===== config.mk =====
export PLATFORM = sky130hd
export DESIGN_NAME = svm_slice_acc
export DESIGN_NICKNAME = d
export VERILOG_FILES = /design/src/rtl/svm_slice_acc.sv
export SDC_FILE = /design/constraint.sdc
export NUM_CORES = 2
export LEC_CHECK = 0
export BUFFER_PORTS_ARGS = -buffer_cell sky130_fd_sc_hd__buf_4
export CAP_MARGIN = 20
export CORE_MARGIN = 2
export CORE_UTILIZATION = 45
export CTS_CLUSTER_DIAMETER = 100
export DETAILED_ROUTE_END_ITERATION = 12
export GPL_TIMING_DRIVEN = 0
export HOLD_SLACK_MARGIN = 0.02
export PLACE_DENSITY = 0.59
export SYNTH_ARGS = -nofsm -noshare
export SYNTH_HDL_FRONTEND = slang
export SYNTH_SLANG_ARGS = --single-unit

===== constraint.sdc =====
create_clock -name clk -period 9.1 [get_ports clk]
set_input_delay 0.91 -clock clk [delete_from_list [all_inputs] [get_ports clk]]
set_output_delay 0.91 -clock clk [all_outputs]
set_load 0.05 [all_outputs]

===== src/rtl/svm_slice_acc.sv =====
// SVM slice accumulator: multiplies each sample by its coefficient, builds per-slice sums,
// folds them into a per-window circular buffer and emits a biased, saturated score.
module svm_slice_acc #(
    parameter int DWIDTH  = 8,
    parameter int CWIDTH  = 9,
    parameter int AWIDTH  = 32,
    parameter int WINCOLS = 8,
    parameter int WPI     = 40,
    parameter int SLICES  = 8
) (
    input  logic                     clk,
    input  logic                     reset_n,
    input  logic                     dvi,
    input  logic [DWIDTH-1:0]        data,
    input  logic signed [CWIDTH-1:0] svcoeff,
    input  logic                     newblock,
    input  logic signed [AWIDTH-1:0] bias,
    input  logic                     clear,
    output logic                     busy,
    output logic                     dvo,
    output logic signed [AWIDTH-1:0] score,
    output logic                     msb,
    output logic                     sat
);

    localparam int PW   = DWIDTH + CWIDTH + 1;
    // Adds run wide enough for either operand plus a carry, so nothing wraps before the clamp.
    localparam int EW   = ((PW > AWIDTH) ? PW : AWIDTH) + 1;
    localparam int CNTW = (SLICES > 1) ? $clog2(SLICES) : 1;
    localparam int BCW  = (WINCOLS > 1) ? $clog2(WINCOLS) : 1;
    localparam int PTRW = $clog2(WPI);

    localparam logic [BCW-1:0]           BC_LAST  = BCW'(WINCOLS - 1);
    localparam logic [CNTW-1:0]          CNT_LAST = CNTW'(SLICES - 1);
    localparam logic [PTRW-1:0]          PTR_LAST = PTRW'(WPI - 1);
    localparam logic signed [AWIDTH-1:0] AMAX     = {1'b0, {(AWIDTH-1){1'b1}}};
    localparam logic signed [AWIDTH-1:0] AMIN     = {1'b1, {(AWIDTH-1){1'b0}}};

    function automatic logic sat_ovf(input logic signed [EW-1:0] x);
        logic signed [EW-1:0] hi;
        logic signed [EW-1:0] lo;
        hi = EW'(AMAX);
        lo = EW'(AMIN);
        return (x > hi) || (x < lo);
    endfunction

    function automatic logic signed [AWIDTH-1:0] sat_val(input logic signed [EW-1:0] x);
        logic signed [EW-1:0] hi;
        logic signed [EW-1:0] lo;
        hi = EW'(AMAX);
        lo = EW'(AMIN);
        if (x > hi)      return AMAX;
        else if (x < lo) return AMIN;
        else             return x[AWIDTH-1:0];
    endfunction

    typedef enum logic {S_CLEAR, S_RUN} state_t;

    state_t                     state_q, state_d;
    logic [PTRW-1:0]            caddr_q, caddr_d;
    logic [BCW-1:0]             blockcount_q, blockcount_d;
    logic [PTRW-1:0]            ptr_q;
    logic signed [AWIDTH-1:0]   tmp_q;
    logic signed [AWIDTH-1:0]   score_q;
    logic                       msb_q, dvo_q, sat_q;

    logic                       vld_p1, last_p1;
    logic signed [PW-1:0]       prod_p1;

    logic [CNTW-1:0]            cnt_mem [WPI];
    logic signed [AWIDTH-1:0]   sum_mem [WPI];

    // FSM: CLEAR sweeps the buffer once, RUN accepts samples
    always_comb begin
        state_d = state_q;
        caddr_d = caddr_q;
        if (clear) begin
            state_d = S_CLEAR;
            caddr_d = '0;
        end else if (state_q == S_CLEAR) begin
            if (caddr_q == PTR_LAST) begin
                state_d = S_RUN;
                caddr_d = '0;
            end else begin
                caddr_d = caddr_q + 1'b1;
            end
        end
    end

    // Stage 0: sample acceptance and block counting
    logic take0, last0;
    assign take0 = dvi && (state_q == S_RUN) && !clear;
    assign last0 = newblock && (blockcount_q == BC_LAST);

    always_comb begin
        blockcount_d = blockcount_q;
        if (clear)
            blockcount_d = '0;
        else if (take0 && newblock)
            blockcount_d = (blockcount_q == BC_LAST) ? '0 : blockcount_q + 1'b1;
    end

    // Stage 1: product register (data path, no reset)
    logic signed [PW-1:0] dx_p0, cx_p0;
    assign dx_p0 = PW'($signed({1'b0, data}));
    assign cx_p0 = PW'(svcoeff);

    always_ff @(posedge clk) begin
        prod_p1 <= dx_p0 * cx_p0;
    end

    // Stage 2: accumulate, fold into buffer, produce score
    logic signed [EW-1:0]     acc_x, n_x, sc_x;
    logic signed [AWIDTH-1:0] s_val, n_val, sc_val;
    logic                     s_ovf, n_ovf, sc_ovf;
    logic [CNTW-1:0]          rd_cnt;
    logic signed [AWIDTH-1:0] rd_sum;
    logic                     emit, ovf_p1;

    always_comb begin
        acc_x  = EW'(tmp_q) + EW'(prod_p1);
        s_val  = sat_val(acc_x);
        s_ovf  = sat_ovf(acc_x);
        rd_cnt = cnt_mem[ptr_q];
        rd_sum = sum_mem[ptr_q];
        n_x    = EW'(rd_sum) + EW'(s_val);
        n_val  = sat_val(n_x);
        n_ovf  = sat_ovf(n_x);
        sc_x   = EW'(n_val) + EW'(bias);
        sc_val = sat_val(sc_x);
        sc_ovf = sat_ovf(sc_x);
        emit   = vld_p1 && last_p1 && (rd_cnt == CNT_LAST);
        ovf_p1 = vld_p1 && (s_ovf || (last_p1 && (n_ovf || ((rd_cnt == CNT_LAST) && sc_ovf))));
    end

    always_ff @(posedge clk or negedge reset_n) begin
        if (!reset_n) begin
            state_q      <= S_CLEAR;
            caddr_q      <= '0;
            blockcount_q <= '0;
            ptr_q        <= '0;
            tmp_q        <= '0;
            vld_p1       <= 1'b0;
            last_p1      <= 1'b0;
            dvo_q        <= 1'b0;
            score_q      <= '0;
            msb_q        <= 1'b0;
            sat_q        <= 1'b0;
        end else begin
            state_q      <= state_d;
            caddr_q      <= caddr_d;
            blockcount_q <= blockcount_d;
            vld_p1       <= take0;
            last_p1      <= last0;
            if (clear) begin
                tmp_q <= '0;
                ptr_q <= '0;
                sat_q <= 1'b0;
                dvo_q <= 1'b0;
            end else begin
                dvo_q <= emit;
                if (ovf_p1)
                    sat_q <= 1'b1;
                if (vld_p1) begin
                    if (!last_p1) begin
                        tmp_q <= s_val;
                    end else begin
                        tmp_q <= '0;
                        ptr_q <= (ptr_q == PTR_LAST) ? '0 : ptr_q + 1'b1;
                    end
                end
                if (emit) begin
                    score_q <= sc_val;
                    msb_q   <= !sc_val[AWIDTH-1] && (sc_val != '0);
                end
            end
        end
    end

    // Partial-sum buffer: register array, rewritten wholesale by the CLEAR sweep
    always_ff @(posedge clk) begin
        if (state_q == S_CLEAR) begin
            cnt_mem[caddr_q] <= '0;
            sum_mem[caddr_q] <= '0;
        end else if (!clear && vld_p1 && last_p1) begin
            if (emit) begin
                cnt_mem[ptr_q] <= '0;
                sum_mem[ptr_q] <= '0;
            end else begin
                cnt_mem[ptr_q] <= rd_cnt + 1'b1;
                sum_mem[ptr_q] <= n_val;
            end
        end
    end

    assign busy  = (state_q == S_CLEAR);
    assign dvo   = dvo_q;
    assign score = score_q;
    assign msb   = msb_q;
    assign sat   = sat_q;

endmodule


==> results_dict.tcl <==
set metrics [dict create \
    finalCritPeriodShare_pct 96.55 \
    hpwl_um 132600 \
    maxSlewHeadroom_pct 29.63 \
    routed_wl_um 191200 \
    vias_per_cell 5.964 \
    required_ns 9.72 \
    power_mw 17.93 \
    cts_max_level 4 \
    power_density_mw_per_mm2 229.3 \
    root_buffer "clkbuf_16" \
    drc 0 \
    post-route-util_pct 53.08 \
    hold_viol_final 0 \
    synth.most_common_cell "edfxtp_1" \
    postRouteAntennaNets 0 \
    antenna_found_initial 5 \
    dieArea_sq_mm 0.1511 \
    synth.top_cell.area_share_pct 63.10 \
    synth_edf_count 1400 \
    p_leak_nw 25.25 \
    tightest_slew_ns 1.056 \
    slew_viol_final 0 \
    grt_start_max_net_pins 53 \
    syn_to_final_growth_pct 17.37 \
    first_pass_iters 6 \
    reg2reg_depth 39 \
    place_congestion 0.9373 \
    synth.area.top_cells "edfxtp_1 63%, mux4_2 7.1%, mux2i_1 3.3%" \
    grt_overflow 0 \
    die_y_um 388.8 \
    critPathArrivalTime_ns 9.40 \
    core_sq_mm 0.1473 \
    initial_core_util_pct 45.23 \
    setup.worst_path.class "register to register" \
    synth_common_cells "1400 x edfxtp_1, 322 x o21ai_0, 243 x nand2_1" \
    yosysTopAreaCell "edfxtp_1" \
    ys_seq_elements 1503 \
    die_w_um 388.8 \
    syn_nets 4481 \
    clkTransAtPathRegs_ns 0.06 \
    fmax_ghz 0.1138 \
    synth_area_sq_mm 0.06662 \
    startpoint_type "register" \
    routedWlPerCell_um 28.76 \
    skew_ns 0.05736 \
    ctsHoldBuffers 0 \
    outcome "completed" \
    synth_cell_types 83 \
    hp-class "primary input to asynchronous set/reset pin" \
    setup_viol 0 \
    yosys_warnings 0 \
    async_reset_ff_share_pct 5.655 \
    syn_inst 4226 \
    vias 39644 \
    grt_util_all_layers_pct 25.25 \
    grt_pass1_vias 39517 \
    maxCapViolCount 0 \
    io_pins 90 \
    end_kind "register" \
    clock_sink_count 1503 \
    drive_gt1_share_pct 21.85 \
    fin_nets 4844 \
    crit_path_max_incr_delay_ns 0.41 \
    port_buffers 82 \
    clock_latency_ns 0.80 \
    worstPathMaxFanout 10 \
    ys.flop_type "edfxtp_1" \
    grt_pass1_wl_um 276000 \
    cts_made_buffers 158 \
    ys_seq_area_share_pct 66.83 \
    synth.avg_cell_area_sq_um 15.77 \
    row_count 141 \
    cts_tree "yes" \
    slowest_stage "fa_1" \
    vdd_drop_max_v 0.0002279 \
    min_period_ns 8.786 \
    max-clock-path-buffers 3 \
    dr.first_iter.drc_count 3816 \
]
==> cell type report <==
class | instances | area, sq um
fillers | 11892 | 69120
flip-flops and latches | 1503 | 44530
multi-input cells | 2402 | 21940
clock buffers | 206 | 4259
repair buffers | 214 | 2851
well taps | 1930 | 2415
plain buffers | 214 | 1121
clock inverters | 80 | 714.4
inverters | 96 | 360.3
diodes | 2 | 5.005
==> cell usage in the layout (no fill, tap or decap), types with 30 or more instances in the layout <==
| master | instances |
|---|---|
| a22oi_1 | 67 |
| mux2_2 | 104 |
| fa_1 | 45 |
| mux2i_1 | 219 |
| nor2_4 | 42 |
| ha_1 | 147 |
| and2_1 | 40 |
| nor2_1 | 88 |
| buf_4 | 131 |
| o21ai_0 | 273 |
| o21ai_1 | 33 |
| a21o_1 | 47 |
| nand3_1 | 57 |
| mux4_2 | 210 |
| clkbuf_2 | 43 |
| nand2_1 | 241 |
| xor2_1 | 35 |
| a221oi_1 | 68 |
| clkinv_1 | 34 |
| inv_1 | 96 |
| dfrtp_1 | 85 |
| clkbuf_1 | 143 |
| a22o_1 | 30 |
| maj3_1 | 30 |
| buf_12 | 49 |
| xnor2_1 | 59 |
| edfxtp_1 | 1400 |
| clkbuf_16 | 162 |
| a21oi_1 | 178 |
==> cell families after synthesis <==
logic type / synth area share [%]
adders and majority gates: 4.759
muxes: 12.15
buffers and inverters: 1.880
and+or+nand+nor: 4.353
AOI/OAI and AO/OA: 8.725
DFF: 66.83
xor gates and xnor gates: 1.301
==> flip-flops by register name, summed over array words and instances, names as in the netlist <==
register and count:
blockcount_q 3, caddr_q 6, cnt_mem 120, dvo 1, last_p1 1, msb 1
prod_p1 18, ptr_q 6, sat 1, score 32, state_q 1, sum_mem 1280
tmp_q 32, vld_p1 1
==> worst paths after layout <==
| check | from | to | slack, ns |
|---|---|---|---|
| setup / recovery | prod_p1[0]$_DFF_P_ | msb$_DFFE_PN0P_ | 0.31 |
| hold reg to reg | score[21]$_DFFE_PN0P_ | score[21]$_DFFE_PN0P_ | 0.48 |
| min in group clk | dvi | vld_p1$_DFF_PN0_ | 0.38 |
| hold / removal | reset_n | tmp_q[16]$_DFFE_PN0P_ | 0.15 |
| max in group asynchronous | reset_n | score[25]$_DFFE_PN0P_ | 8.27 |
| setup reg to reg | prod_p1[0]$_DFF_P_ | msb$_DFFE_PN0P_ | 0.31 |
==> where the power goes <==
part	internal, mW	total, mW	switching, mW
registers	7.55	7.60	0.0522
logic	1.60	4.12	2.51
clock network	3.50	6.21	2.71
==> critical path, delay by kind of cell (launching register included) <==
kind / cells / cell delay, ns
simple gates: 11 / 1.95
xor+xnor: 2 / 0.33
flops: 1 / 0.38
buf+inv: 5 / 0.74
fa+ha+maj: 5 / 1.56
compound gates: 16 / 3.64
==> per-stage QoR <==
step           cell area [sq um]  hold slack, ns  setup WS, ns  cells  setup TNS [ns]
3_5_place_dp               72120          0.4711        -3.229   6333         -672.99
6_report                   78200          0.1503        0.3139   6647               0
2_1_floorplan              66620          0.4551         1.243   4226               0
5_1_grt                    78190          0.1491      -0.04897   6645        -0.04897
4_1_cts                    77790          0.1213      0.005633   6634               0
3_3_place_gp               69650          0.4623        -4.247   6238        -3078.96
==> metal layers <==
layer	share of wire (%)	track usage, %	vias up
met4	3.2	8.023	0
met3	6.4	3.879	295
met1	41	34.07	20466
met5	0	0	-
met2	49	42.22	1463
li1	-	-	17420
==> what timing repair did <==
action,CTS,global route
hold endpoints to repair,0,0
endpoints found under the setup margin,1230,34
gates resized for setup,228,118
pin swaps,20,30
setup buffers,16,20
Power figures use the tool's default switching activity.
